==> config.mk <==
export PLATFORM = sky130hd
export DESIGN_NAME = drr_weighted_scheduler
export DESIGN_NICKNAME = d
export VERILOG_FILES = /design/src/rtl/drr_pkg.sv /design/src/rtl/drr_deficit_bank.sv /design/src/rtl/drr_weighted_scheduler.sv
export SDC_FILE = /design/constraint.sdc
export NUM_CORES = 1
export LEC_CHECK = 0
export CAP_MARGIN = 15
export CORE_MARGIN = 2
export CORE_UTILIZATION = 47
export DETAILED_ROUTE_END_ITERATION = 10
export PLACE_DENSITY = 0.79
export REMOVE_ABC_BUFFERS = 1
export SYNTH_ARGS = -nofsm -noshare
export SYNTH_HDL_FRONTEND = slang
export SYNTH_SLANG_ARGS = --single-unit
==> constraint.sdc <==
create_clock -name clk_i -period 4.2 [get_ports clk_i]
set_input_delay 0.63 -clock clk_i [delete_from_list [all_inputs] [get_ports clk_i]]
set_output_delay 0.63 -clock clk_i [all_outputs]
set_load 0.05 [all_outputs]
==> src/rtl/drr_pkg.sv <==
// Shared types and width helpers for the deficit round-robin scheduler.
package drr_pkg;

  typedef enum logic [1:0] {
    SCAN  = 2'd0,
    EVAL  = 2'd1,
    GRANT = 2'd2
  } state_e;

  // Deficit needs one bit beyond the wider of packet size and quantum.
  function automatic int calc_dft_w(input int size_w, input int quantum_w);
    if (size_w > quantum_w) begin
      return size_w + 1;
    end else begin
      return quantum_w + 1;
    end
  endfunction

endpackage

==> src/rtl/drr_deficit_bank.sv <==
// Per-flow deficit counters with saturating add, fit compare and subtract,
// all operating on the entry selected by idx_i.
module drr_deficit_bank import drr_pkg::*; #(
  parameter int PKT_QS_CNT = 4,
  parameter int SIZE_W     = 16,
  parameter int QUANTUM_W  = 16,
  parameter int DFT_W      = 17,
  parameter int IDX_W      = 2
) (
  input  logic                 clk_i,
  input  logic                 rst_ni,
  input  logic [IDX_W-1:0]     idx_i,
  input  logic                 add_en_i,
  input  logic                 clr_en_i,
  input  logic                 sub_en_i,
  input  logic [QUANTUM_W-1:0] quantum_i,
  input  logic [SIZE_W-1:0]    size_i,
  input  logic [SIZE_W-1:0]    sub_size_i,
  output logic                 fit_o
);

  localparam int SUM_W = DFT_W + 1;

  logic [DFT_W-1:0] deficit_q [PKT_QS_CNT];
  logic [DFT_W-1:0] deficit_d [PKT_QS_CNT];
  logic [DFT_W-1:0] cur_s;
  logic [SUM_W-1:0] sum_s;
  logic [DFT_W-1:0] sat_sum_s;
  logic [DFT_W-1:0] size_ext_s;
  logic [DFT_W-1:0] sub_ext_s;
  logic [DFT_W-1:0] diff_s;

  assign cur_s      = deficit_q[idx_i];
  assign sum_s      = {1'b0, cur_s} + SUM_W'(quantum_i);
  assign sat_sum_s  = sum_s[DFT_W] ? {DFT_W{1'b1}} : sum_s[DFT_W-1:0];
  assign size_ext_s = DFT_W'(size_i);
  assign sub_ext_s  = DFT_W'(sub_size_i);
  // Clamp at zero so a corrupted size can never wrap the counter.
  assign diff_s     = (sub_ext_s <= cur_s) ? (cur_s - sub_ext_s) : {DFT_W{1'b0}};
  assign fit_o      = (size_ext_s <= cur_s);

  always_comb begin
    deficit_d = deficit_q;
    if (clr_en_i) begin
      deficit_d[idx_i] = {DFT_W{1'b0}};
    end else if (add_en_i) begin
      deficit_d[idx_i] = sat_sum_s;
    end else if (sub_en_i) begin
      deficit_d[idx_i] = diff_s;
    end else begin
      deficit_d = deficit_q;
    end
  end

  always_ff @(posedge clk_i) begin
    if (!rst_ni) begin
      for (int i = 0; i < PKT_QS_CNT; i++) begin
        deficit_q[i] <= {DFT_W{1'b0}};
      end
    end else begin
      deficit_q <= deficit_d;
    end
  end

endmodule

==> src/rtl/drr_weighted_scheduler.sv <==
// Deficit round-robin scheduler: SCAN/EVAL/GRANT FSM with a round-robin
// pointer, driving the deficit bank and registering the grant outputs.
module drr_weighted_scheduler import drr_pkg::*; #(
  parameter  int PKT_QS_CNT = 4,
  parameter  int SIZE_W     = 16,
  parameter  int QUANTUM_W  = 16,
  localparam int DFT_W      = calc_dft_w(SIZE_W, QUANTUM_W),
  localparam int IDX_W      = $clog2(PKT_QS_CNT)
) (
  input  logic                                 clk_i,
  input  logic                                 rst_ni,
  input  logic [PKT_QS_CNT-1:0]                pkt_val_i,
  input  logic [PKT_QS_CNT-1:0][SIZE_W-1:0]    size_i,
  input  logic [PKT_QS_CNT-1:0][QUANTUM_W-1:0] quantum_i,
  input  logic                                 ready_i,
  output logic [IDX_W-1:0]                     read_o,
  output logic [SIZE_W-1:0]                    read_size_o,
  output logic                                 read_val_o
);

  state_e              state_q, state_d;
  logic [IDX_W-1:0]    ptr_q, ptr_d, ptr_nxt_s;
  logic                read_val_q, read_val_d;
  logic [IDX_W-1:0]    read_idx_q, read_idx_d;
  logic [SIZE_W-1:0]   read_size_q, read_size_d;
  logic                add_en_s, clr_en_s, sub_en_s, fit_s;
  logic                val_sel_s;
  logic [SIZE_W-1:0]   size_sel_s;
  logic [QUANTUM_W-1:0] quantum_sel_s;

  assign val_sel_s     = pkt_val_i[ptr_q];
  assign size_sel_s    = size_i[ptr_q];
  assign quantum_sel_s = quantum_i[ptr_q];
  assign ptr_nxt_s     = (ptr_q == IDX_W'(PKT_QS_CNT - 1)) ? {IDX_W{1'b0}} : ptr_q + IDX_W'(1);

  always_comb begin
    state_d     = state_q;
    ptr_d       = ptr_q;
    read_val_d  = read_val_q;
    read_idx_d  = read_idx_q;
    read_size_d = read_size_q;
    add_en_s    = 1'b0;
    clr_en_s    = 1'b0;
    sub_en_s    = 1'b0;
    case (state_q)
      SCAN: begin
        if (val_sel_s) begin
          add_en_s = 1'b1;
          state_d  = EVAL;
        end else begin
          clr_en_s = 1'b1;
          ptr_d    = ptr_nxt_s;
        end
      end
      EVAL: begin
        if (!val_sel_s) begin
          clr_en_s = 1'b1;
          ptr_d    = ptr_nxt_s;
          state_d  = SCAN;
        end else if (fit_s) begin
          read_val_d  = 1'b1;
          read_idx_d  = ptr_q;
          read_size_d = size_sel_s;
          state_d     = GRANT;
        end else begin
          ptr_d   = ptr_nxt_s;
          state_d = SCAN;
        end
      end
      GRANT: begin
        // Pointer still addresses the granted flow, so the bank debits ptr_q.
        if (read_val_q && ready_i) begin
          sub_en_s   = 1'b1;
          read_val_d = 1'b0;
          state_d    = EVAL;
        end else begin
          state_d = GRANT;
        end
      end
      default: begin
        state_d    = SCAN;
        read_val_d = 1'b0;
      end
    endcase
  end

  always_ff @(posedge clk_i) begin
    if (!rst_ni) begin
      state_q     <= SCAN;
      ptr_q       <= {IDX_W{1'b0}};
      read_val_q  <= 1'b0;
      read_idx_q  <= {IDX_W{1'b0}};
      read_size_q <= {SIZE_W{1'b0}};
    end else begin
      state_q     <= state_d;
      ptr_q       <= ptr_d;
      read_val_q  <= read_val_d;
      read_idx_q  <= read_idx_d;
      read_size_q <= read_size_d;
    end
  end

  drr_deficit_bank #(
    .PKT_QS_CNT (PKT_QS_CNT),
    .SIZE_W     (SIZE_W),
    .QUANTUM_W  (QUANTUM_W),
    .DFT_W      (DFT_W),
    .IDX_W      (IDX_W)
  ) u_bank (
    .clk_i      (clk_i),
    .rst_ni     (rst_ni),
    .idx_i      (ptr_q),
    .add_en_i   (add_en_s),
    .clr_en_i   (clr_en_s),
    .sub_en_i   (sub_en_s),
    .quantum_i  (quantum_sel_s),
    .size_i     (size_sel_s),
    .sub_size_i (read_size_q),
    .fit_o      (fit_s)
  );

  assign read_o      = read_idx_q;
  assign read_size_o = read_size_q;
  assign read_val_o  = read_val_q;

endmodule

Word level (Yosys, flattened, before mapping)
Cells that the tools add are included.
{"block": "totals", "wordCells": 77, "input_bits": 135, "output_inout_bits": 19, "regBits": 91}
{"block": "op_classes", "n_lt_le_gt_ge": 5, "bitwise_logic": 4, "muxes": 38, "eq_ne": 9, "reduce_logical": 9, "n_addsub": 3}
{"op": "68-bit two-way mux", "n": 3}
{"op": "68-bit bitwise mux", "n": 2}
{"op": "17-bit two-way mux", "n": 5}
{"op": "68-bit AND", "n": 1}
{"op": "68-bit NOT", "n": 1}
{"op": "16-bit binary-select mux with 2-bit select", "n": 2}
{"op": "17-bit binary-select mux with 2-bit select", "n": 1}
{"op": "17-bit demux with 2-bit select", "n": 1}
{"op": "16-bit by 17-bit <= comparator with 1-bit output", "n": 2}
{"op": "16-bit two-way mux", "n": 2}
{"op": "17-bit by 16-bit adder with 18-bit output", "n": 1}
{"op": "17-bit by 16-bit subtractor with 17-bit output", "n": 1}
{"op": "2-bit two-way mux", "n": 8}
{"op": "1-bit two-way mux", "n": 10}
{"op": "2-bit inequality test (second input constant)", "n": 5}
{"op": "2-bit one-hot mux with 3 select lines", "n": 1}
{"op": "3-bit AND reduction", "n": 2}
{"op": "2-bit equality test (second input constant)", "n": 2}
{"op": "2-bit one-hot mux with 2 select lines", "n": 1}
{"op": "4-bit AND reduction", "n": 1}
{"op": "3-bit greater-or-equal comparator (second input constant)", "n": 1}
{"op": "2-bit by 3-bit < comparator with 1-bit output (second input constant)", "n": 1}
{"op": "3-bit by 1-bit < comparator with 1-bit output (second input constant)", "n": 1}
{"op": "3-bit inequality test (second input constant)", "n": 1}
{"op": "other kinds (11)", "n": 12}

Longest topological paths before layout
Gate-level depths: netlist of the first run.
{"block": "logic_depth", "word_depth": 10, "ltp_mapped": 14, "ltp_nobuf": 12}

By module
From an unflattened synthesis of the first run, not the netlist that was laid out.
{"block": "unflattened", "hier_cells": 771, "area_unflattened_um2": 7254.5}
{"module": "drr_deficit_bank", "cells_per_inst": 612, "seq_area_each_um2": 1361.3, "n_inst": 1, "area_each_um2": 5295.1}
{"module": "drr_weighted_scheduler", "cells_per_inst": 159, "seq_area_each_um2": 460.4, "n_inst": 1, "area_each_um2": 1959.4}

Worst setup path after synthesis of the first run
No wires, ideal clock.
{"block": "synth_timing", "path_kind": "reg2reg", "startpoint": "register ptr_q[0]", "endpoint": "register u_bank.deficit_q[29] in the netlist's numbering", "period_less_slack_ns": 3.984, "path_buffers": 3, "arrival_time_ns": 3.850, "path_stages_with_launch": 13, "slack_ns": 0.216, "setup_ns": 0.135, "required_ns": 4.065, "path_cell_list": "dfxtp_1 buf_4 buf_1 buf_2 mux4_2 ha_1 a21o_1 or3_1 o221ai_1 a211oi_1 or3_1 a21oi_1 o41ai_1"}
{"block": "synth_between", "elab_chain_len": 10, "word_cells_on_any_way": 30, "classes_between": "add/sub: 2; order compare: 3; mux: 20; bitwise: 3; reduce/logical: 2"}
{"item": "from (decl)", "line": "drr_weighted_scheduler.sv:22", "rtl": "logic [IDX_W-1:0] ptr_q, ptr_d, ptr_nxt_s;"}
{"item": "from (signal assigned)", "line": "drr_weighted_scheduler.sv:90", "rtl": "ptr_q <= {IDX_W{1'b0}};"}
{"item": "from (signal assigned)", "line": "drr_weighted_scheduler.sv:96", "rtl": "ptr_q <= ptr_d;"}
{"item": "2-bit NOT with 3-bit output (not written as such)"}
{"item": "17-bit binary-select mux with 2-bit select", "line": "drr_deficit_bank.sv:33", "rtl": "assign cur_s = deficit_q[idx_i];"}
{"item": "17-bit two-way mux (not written as such) (2 in a row)", "line": "drr_deficit_bank.sv:33"}
{"item": "17-bit by 16-bit subtractor with 17-bit output or 16-bit by 17-bit <= comparator with 1-bit output (tied branches)", "line": "drr_deficit_bank.sv:39", "rtl": "assign diff_s = (sub_ext_s <= cur_s) ? (cur_s - sub_ext_s) : {DFT_W{1'b0}};"}
{"item": "17-bit two-way mux", "line": "drr_deficit_bank.sv:39"}
{"item": "68-bit bitwise mux", "line": "drr_deficit_bank.sv:49", "rtl": "deficit_d[idx_i] = diff_s;"}
{"item": "68-bit two-way mux", "line": "drr_deficit_bank.sv:48", "rtl": "end else if (sub_en_i) begin"}
{"item": "68-bit two-way mux", "line": "drr_deficit_bank.sv:46", "rtl": "end else if (add_en_i) begin"}
{"item": "68-bit two-way mux", "line": "drr_deficit_bank.sv:44", "rtl": "if (clr_en_i) begin"}
{"item": "to (signal, indexed assignment)", "line": "drr_deficit_bank.sv:58", "rtl": "deficit_q[i] <= {DFT_W{1'b0}};"}
{"item": "to (signal assigned)", "line": "drr_deficit_bank.sv:61", "rtl": "deficit_q <= deficit_d;"}
{"item": "to (decl)", "line": "drr_deficit_bank.sv:24", "rtl": "logic [DFT_W-1:0] deficit_q [PKT_QS_CNT];"}
Several ways; a longest one is shown, not always the timed one. The select of a mux whose other input is x is not followed.
A chain may end at the register's enable or synchronous reset.

Worst setup path in the final report of the first run
{"block": "layout_timing", "startpoint": "register ptr_q[1]", "endpoint": "register u_bank.deficit_q[63] in the netlist's numbering"}
Same word-level chain as after synthesis.

==> results of run 1 <==
==> worst min-delay path by stage <==
stage and endpoint:
2_1_floorplan u_bank.deficit_q[29], 3_3_place_gp u_bank.deficit_q[13], 3_5_place_dp u_bank.deficit_q[13], 4_1_cts u_bank.deficit_q[13], 5_1_grt u_bank.deficit_q[13], 6_report u_bank.deficit_q[15]
==> registers in the layout, indices dropped and copies added (netlist names) <==
signal            cells
read_size_o          16
read_o                2
u_bank.deficit_q     68
read_val_o            1
state_q               2
ptr_q                 2
==> final cells by class <==
cell class | instances | area [um^2]
inverter | 43 | 161
clock buffer | 11 | 264
fill | 1186 | 5130
sequential | 91 | 1830
multi-input combinational | 547 | 4620
tap | 180 | 225
clock inverter | 5 | 65.1
timing repair buffer | 175 | 1700
==> through the flow <==
stage	hold WS (ns)	setup TNS, ns	std cells	util
final	0.451	0	1052	0.633
after global routing	0.465	0	1052	0.633
after CTS	0.452	0	1052	0.633
after detailed placement	0.434	0	1036	0.610
after global placement	0.430	0	1036	0.610
after floorplan	0.414	-125.12	681	-
==> cell families (layout without fill, tap and decap cells) <==
logic type               Yosys count  after routing
AO/OA/AOI/OAI                    219            219
AND/OR/NAND/NOR                  186            186
flip-flops                        91             91
buffers and inverters             83            234
multiplexers                      70             70
adder cells (fa/ha/maj)           55             55
XOR/XNOR                          17             17
==> per-layer routing <==
metal  track usage  up-vias
li1              -     3013
met1         0.332     3063
met2         0.444      236
met3        0.0481       25
met4        0.0702        0
met5             0        -
==> critical path, cell delays in order, from the launching register on <==
cell and delay [ns]:
dfxtp_2 0.70, buf_4 0.36, mux4_2 0.40, ha_1 0.35
o211a_1 0.20, o311ai_0 0.20, o21ai_0 0.42, a32oi_2 0.22
nand2_2 0.32, a21oi_1 0.17, o41ai_1 0.42
==> power groups by stage <==
stage	Combinational [mW]	Clock, mW	Sequential (mW)
6_report	4.91	0.883	1.18
5_1_grt	5.34	0.933	1.20
4_1_cts	4.84	0.893	1.18
3_5_place_dp	4.78	0	1.20
3_3_place_gp	4.73	0	1.19
2_1_floorplan	3.26	0	1.32
==> cells in the mapped netlist (all sizes together) (5+ instances only) <==
cell / count
mux2i: 20
a21boi: 7
o41ai: 8
o211ai: 7
nor3: 8
a22o: 12
xnor2: 12
nand2: 79
dfxtp: 91
nand3: 13
nor2b: 24
buf: 15
inv: 43
and2: 7
nor2: 21
a21oi: 39
o22ai: 8
nand4: 8
o31ai: 8
mux4: 50
a211oi: 10
o21ai: 62
o21a: 11
xor2: 5
a21o: 13
ha: 53
clkbuf: 25
or3: 7
==> out/metrics.cfg, run 1 <==
[run_status]
outcome=complete, no violations

[setup_path]
crit_start=ptr_q[1]
crit_end=u_bank.deficit_q[63]
rr_endpoint=u_bank.deficit_q[63]
reg2reg_depth=10
worstSetupEndpointType=flop
crit_arrival_ns=4.11
crit_required_ns=4.43
start_kind=flop
worstSetupPathType=flop to flop
ff2ff_setup_slack_ns=0.32
r2r_start=ptr_q[1]
critPathMaxFanout=23

[detailed_routing]
wl_met1_um=8050
antenna_left=0
post-route-drc-count=0
met3_length_um=1640
first_iter_violations=625
vias_per_cell=6.02
dr.pass1.iters=5
highest_layer=met4
vias=6337
dr_wl_met2_um=9480
wirelength_um=19500
wl_per_cell_um=18.5

[power_and_ir_drop]
switching_share=0.481
powerDensity_nw_per_um2=787
clock_power_share=0.127
intPower_mw=3.62
seq_power_share=0.169
ir_drop_v=0.000352
switching_power_mw=3.35
finalPower_mw=6.98
combinationalPowerShare=0.704
leakage_nw=3.25

[floorplanning]
core_um2=14000
die_area_um2=15400
io_pins=154
start_util=0.484
die_y_um=124
die_x_um=124
rows=43

[clock_network]
cts_tree=yes
htree_levels=3
cts_root_buf=clkbuf_16
cts_made_buffers=9
clk_path_buf_depth=2
cts_sinks=91
clk_latency_ns=0.35
post_cts_buffers=0
cts.repair.resized=0
cts_hold_buf=0
path_clk_slew_ns=0.07

[yosys]
syn_avg_cell_area_um2=9.39
async_flop_share=0
synthSimpleGateAreaFrac=0.137
yosysTopAreaCell=dfxtp_1
syn_inst=721
yosys-top-cells-area=dfxtp_1, mux4_2, ha_1
synth_edf_count=0
synth_top_area_frac=0.269
ys_ff_latch=91
synthXorXnorAreaFrac=0.0220
synthMuxAreaShare=0.196
synth_top_family_by_area=compound AO/OA/AOI/OAI gates
synthFlopType=dfxtp_1
synth_area_um2=6770
ys_warn_count=0
seq_area_frac_synth=0.269
synthAdderAreaFrac=0.104
ys_types=70
synth_compound_area_frac=0.221

[placed_design]
hpwl_um=14800
place_area_um2=8530
place.gp.congestion=0.926
pre_cts_ws_ns=0.213
portBuffers=153

[global_route]
grt_pass1_wl_um=30300
grt.overflow.total=0
grt_max_degree=29
grt_pass1_vias=6053
grt_use_total=0.258
antenna_found_initial=0

[sta]
finalCriticalPeriod_ns=3.88
rsz0062_at_grt=false
finalSetupViolCount=0
fmax_mhz=257
skew_ns=0.00797
fin_ws_ns=0.315
maxSlewHeadroom=0.275
tightestPinTransition_ns=1.08
slew_viol_final=0
period_share=0.925
hold_viol=0

[min_path]
hold_class=flop to flop
hold_depth=2
min_from=u_bank.deficit_q[15]

[cells_and_area]
design_area_um2=8860
layout_commonest_cell=clkdlybuf4s50_1
areaGrowthSynthToFinish_pct=30.9
diodes=0
nNetsFinal=1057
final_cell_mix=clkdlybuf4s50_1, dfxtp_1, nand2_1
drive_gt1_frac=0.125

[flow_run]
drv_cap=0

(Power assumes the default switching activity.)
==> inputs of run 2 (changes only) <==
- ABC_AREA: unset -> 1
- CELL_PAD_IN_SITES_DETAIL_PLACEMENT: unset -> 1
- CELL_PAD_IN_SITES_GLOBAL_PLACEMENT: unset -> 1
- CORE_UTILIZATION: 47 -> 32
- PLACE_DENSITY: 0.79 -> unset
- PLACE_DENSITY_LB_ADDON: unset -> 0.1
==> run 2 against run 1 <==
Synthesized cell count grew 66%; global-route usage shrank 1.7 points; synthesized area grew 7.9%; via count grew 36%; die area grew 56%; clock-buffer cell count is the same; worst hold slack gained 0.016 ns; routed wire length grew 48%; clock skew grew 0.00094 ns; critical endpoint is now u_bank.deficit_q[16].
==> out/metrics.cfg, run 2 <==
[clock_network]
cts.repair.resized=0  ; unchanged
clk_latency_ns=0.36  ; about the same
cts_made_buffers=9  ; unchanged
cts_tree=yes
cts_hold_buf=0  ; unchanged
htree_levels=3  ; unchanged
cts_sinks=91  ; unchanged
post_cts_buffers=0  ; unchanged
cts_root_buf=clkbuf_16
path_clk_slew_ns=0.07  ; about the same
clk_path_buf_depth=2  ; unchanged

[cells_and_area]
final_cell_mix=nand2_1, clkdlybuf4s50_1, a21oi_1
diodes=0  ; unchanged
top_register=u_bank.deficit_q
drive_gt1_frac=0.0545  ; -0.0705
design_area_um2=9500  ; +7.3%
nNetsFinal=1524  ; +44%
utilization=0.422  ; -0.211
areaGrowthSynthToFinish_pct=30.1
largest_reg_flops=68  ; unchanged
layout_commonest_cell=nand2_1

[detailed_routing]
vias_per_cell=5.30  ; -12%
vias=8606  ; +36%
dr.pass1.iters=5  ; unchanged
post-route-drc-count=0  ; unchanged
wirelength_um=28900  ; +48%
antenna_left=0  ; unchanged
wl_per_cell_um=17.8  ; -4.1%
first_iter_violations=459  ; -27%

[placed_design]
hpwl_um=21700  ; +46%
pre_cts_ws_ns=0.477  ; +0.264 ns
place_area_um2=9180  ; +7.6%
portBuffers=153  ; unchanged
place.gp.congestion=0.874  ; -5.7%

[sta]
whs_ns=0.466  ; +0.0157 ns
tightestPinTransition_ns=0.951  ; -0.130 ns
slew_viol_final=0  ; unchanged
rsz0062_at_grt=false
maxSlewHeadroom=0.365  ; +0.0901
finalCriticalPeriod_ns=3.77  ; -0.117 ns
hold_viol=0  ; unchanged
period_share=0.897  ; -0.0280
fmax_mhz=265  ; +3.1%
finalSetupViolCount=0  ; unchanged
fin_ws_ns=0.433  ; +0.117 ns
skew_ns=0.00891  ; +0.000942 ns

[yosys]
yosys-top-cells-area=dfxtp_1, nand2_1, a21oi_1
synth_edf_count=0  ; unchanged
synth_area_um2=7310  ; +7.9%
yosysTopAreaCell=dfxtp_1
synthFlopType=dfxtp_1
synth_top_area_frac=0.249  ; -0.0198
syn_avg_cell_area_um2=6.10  ; -35%
ys_warn_count=0  ; unchanged
synth_common_cells=nand2_1, a21oi_1, nor2_1, nand3_1, dfxtp_1
yosysMostFrequentCell=nand2_1
seq_area_frac_synth=0.249  ; -0.0198
async_flop_share=0  ; unchanged
syn_inst=1198  ; +66%
ys_ff_latch=91  ; unchanged
ys_types=35  ; -50%

[setup_path]
crit_required_ns=4.40  ; -0.03 ns
worstSetupEndpointType=flop
worstSetupPathType=flop to flop
crit_arrival_ns=3.96  ; -0.15 ns
critPathMaxFanout=78  ; +240%
start_kind=flop

[floorplanning]
rows=55  ; +28%
die_y_um=155  ; +25%
io_pins=154  ; unchanged
core_um2=22500  ; +61%
die_x_um=155  ; +25%
start_util=0.325  ; -0.159
die_area_um2=24100  ; +56%

[run_status]
outcome=complete, no violations

[global_route]
grt_pass1_wl_um=45700  ; +51%
grt_use_total=0.241  ; -0.0173
grt_pass1_vias=8577  ; +42%
antenna_found_initial=0  ; unchanged
grt_max_degree=79  ; +170%
grt.overflow.total=0  ; unchanged

[min_path]
hold_class=flop to flop

[flow_run]
drv_cap=0  ; unchanged

run 2: cell types whose count changed in the layout (fill, tap and decap cells not counted), moves of 22 or more:
cell and change:
nand2_1 +274, nor2_1 +96, a21oi_1 +103, mux4_2 -50
nand3_1 +93, nor2b_1 -24, o22ai_1 +22, inv_1 +47
run 2: through the flow:
step | setup TNS (ns) | std cells
after global placement | 0 | 1608
after floorplan | -73.67 | 1142
after detailed placement | 0 | 1608
after global routing | 0 | 1624
after CTS | 0 | 1624
final | 0 | 1624
run 2: path summary, 6_finish.rpt:
path              slack, ns  depth (start not counted)                  from                    to
setup / recovery       0.43                         15              ptr_q[0]  u_bank.deficit_q[16]
hold / removal         0.47                          2  u_bank.deficit_q[33]  u_bank.deficit_q[33]
setup reg to reg       0.43                         15              ptr_q[0]  u_bank.deficit_q[16]
hold reg to reg        0.47                          2  u_bank.deficit_q[33]  u_bank.deficit_q[33]
run 2: worst max-delay path, cell delays in order (launching register included):
cell,delay (ns)
dfxtp_4,0.45
clkinv_2,0.10
buf_12,0.28
nand2_1,0.11
a32oi_1,0.50
ha_1,0.40
a21oi_1,0.29
nand2_1,0.17
inv_1,0.10
nand2_1,0.07
nand2_1,0.09
nand2_1,0.33
inv_1,0.28
nand3_1,0.18
nand3_1,0.11
a21oi_1,0.07
run 2: cell families after synthesis:
logic type,share of synthesized area
AND/OR/NAND/NOR,0.347
AO/OA/AOI/OAI,0.202
buffers and inverters,0.0872
flip-flops,0.249
adder cells (fa/ha/maj),0.0963
XOR/XNOR,0.0180
run 2: routing by layer:
metal,part of all wire,GRT usage,routed length [um],vias up
li1,-,-,-,4266
met1,0.48,0.320,13700,4154
met2,0.47,0.411,13600,155
met3,0.033,0.0281,960,31
met4,0.019,0.0683,541,0
met5,0,0,0,-
run 2: layout make-up:
class / count / area (um^2)
Timing Repair Buffer: 181 / 1780
Tap cell: 285 / 357
Sequential cell: 91 / 1830
Fill cell: 2977 / 13000
Inverter: 99 / 375
Multi-Input combinational cell: 952 / 4850
Clock buffer: 11 / 254
Clock inverter: 5 / 66.3
Power of run 2 is not shown: default switching activity piles up to over one toggle a cycle in this logic, so the estimate is an artifact.
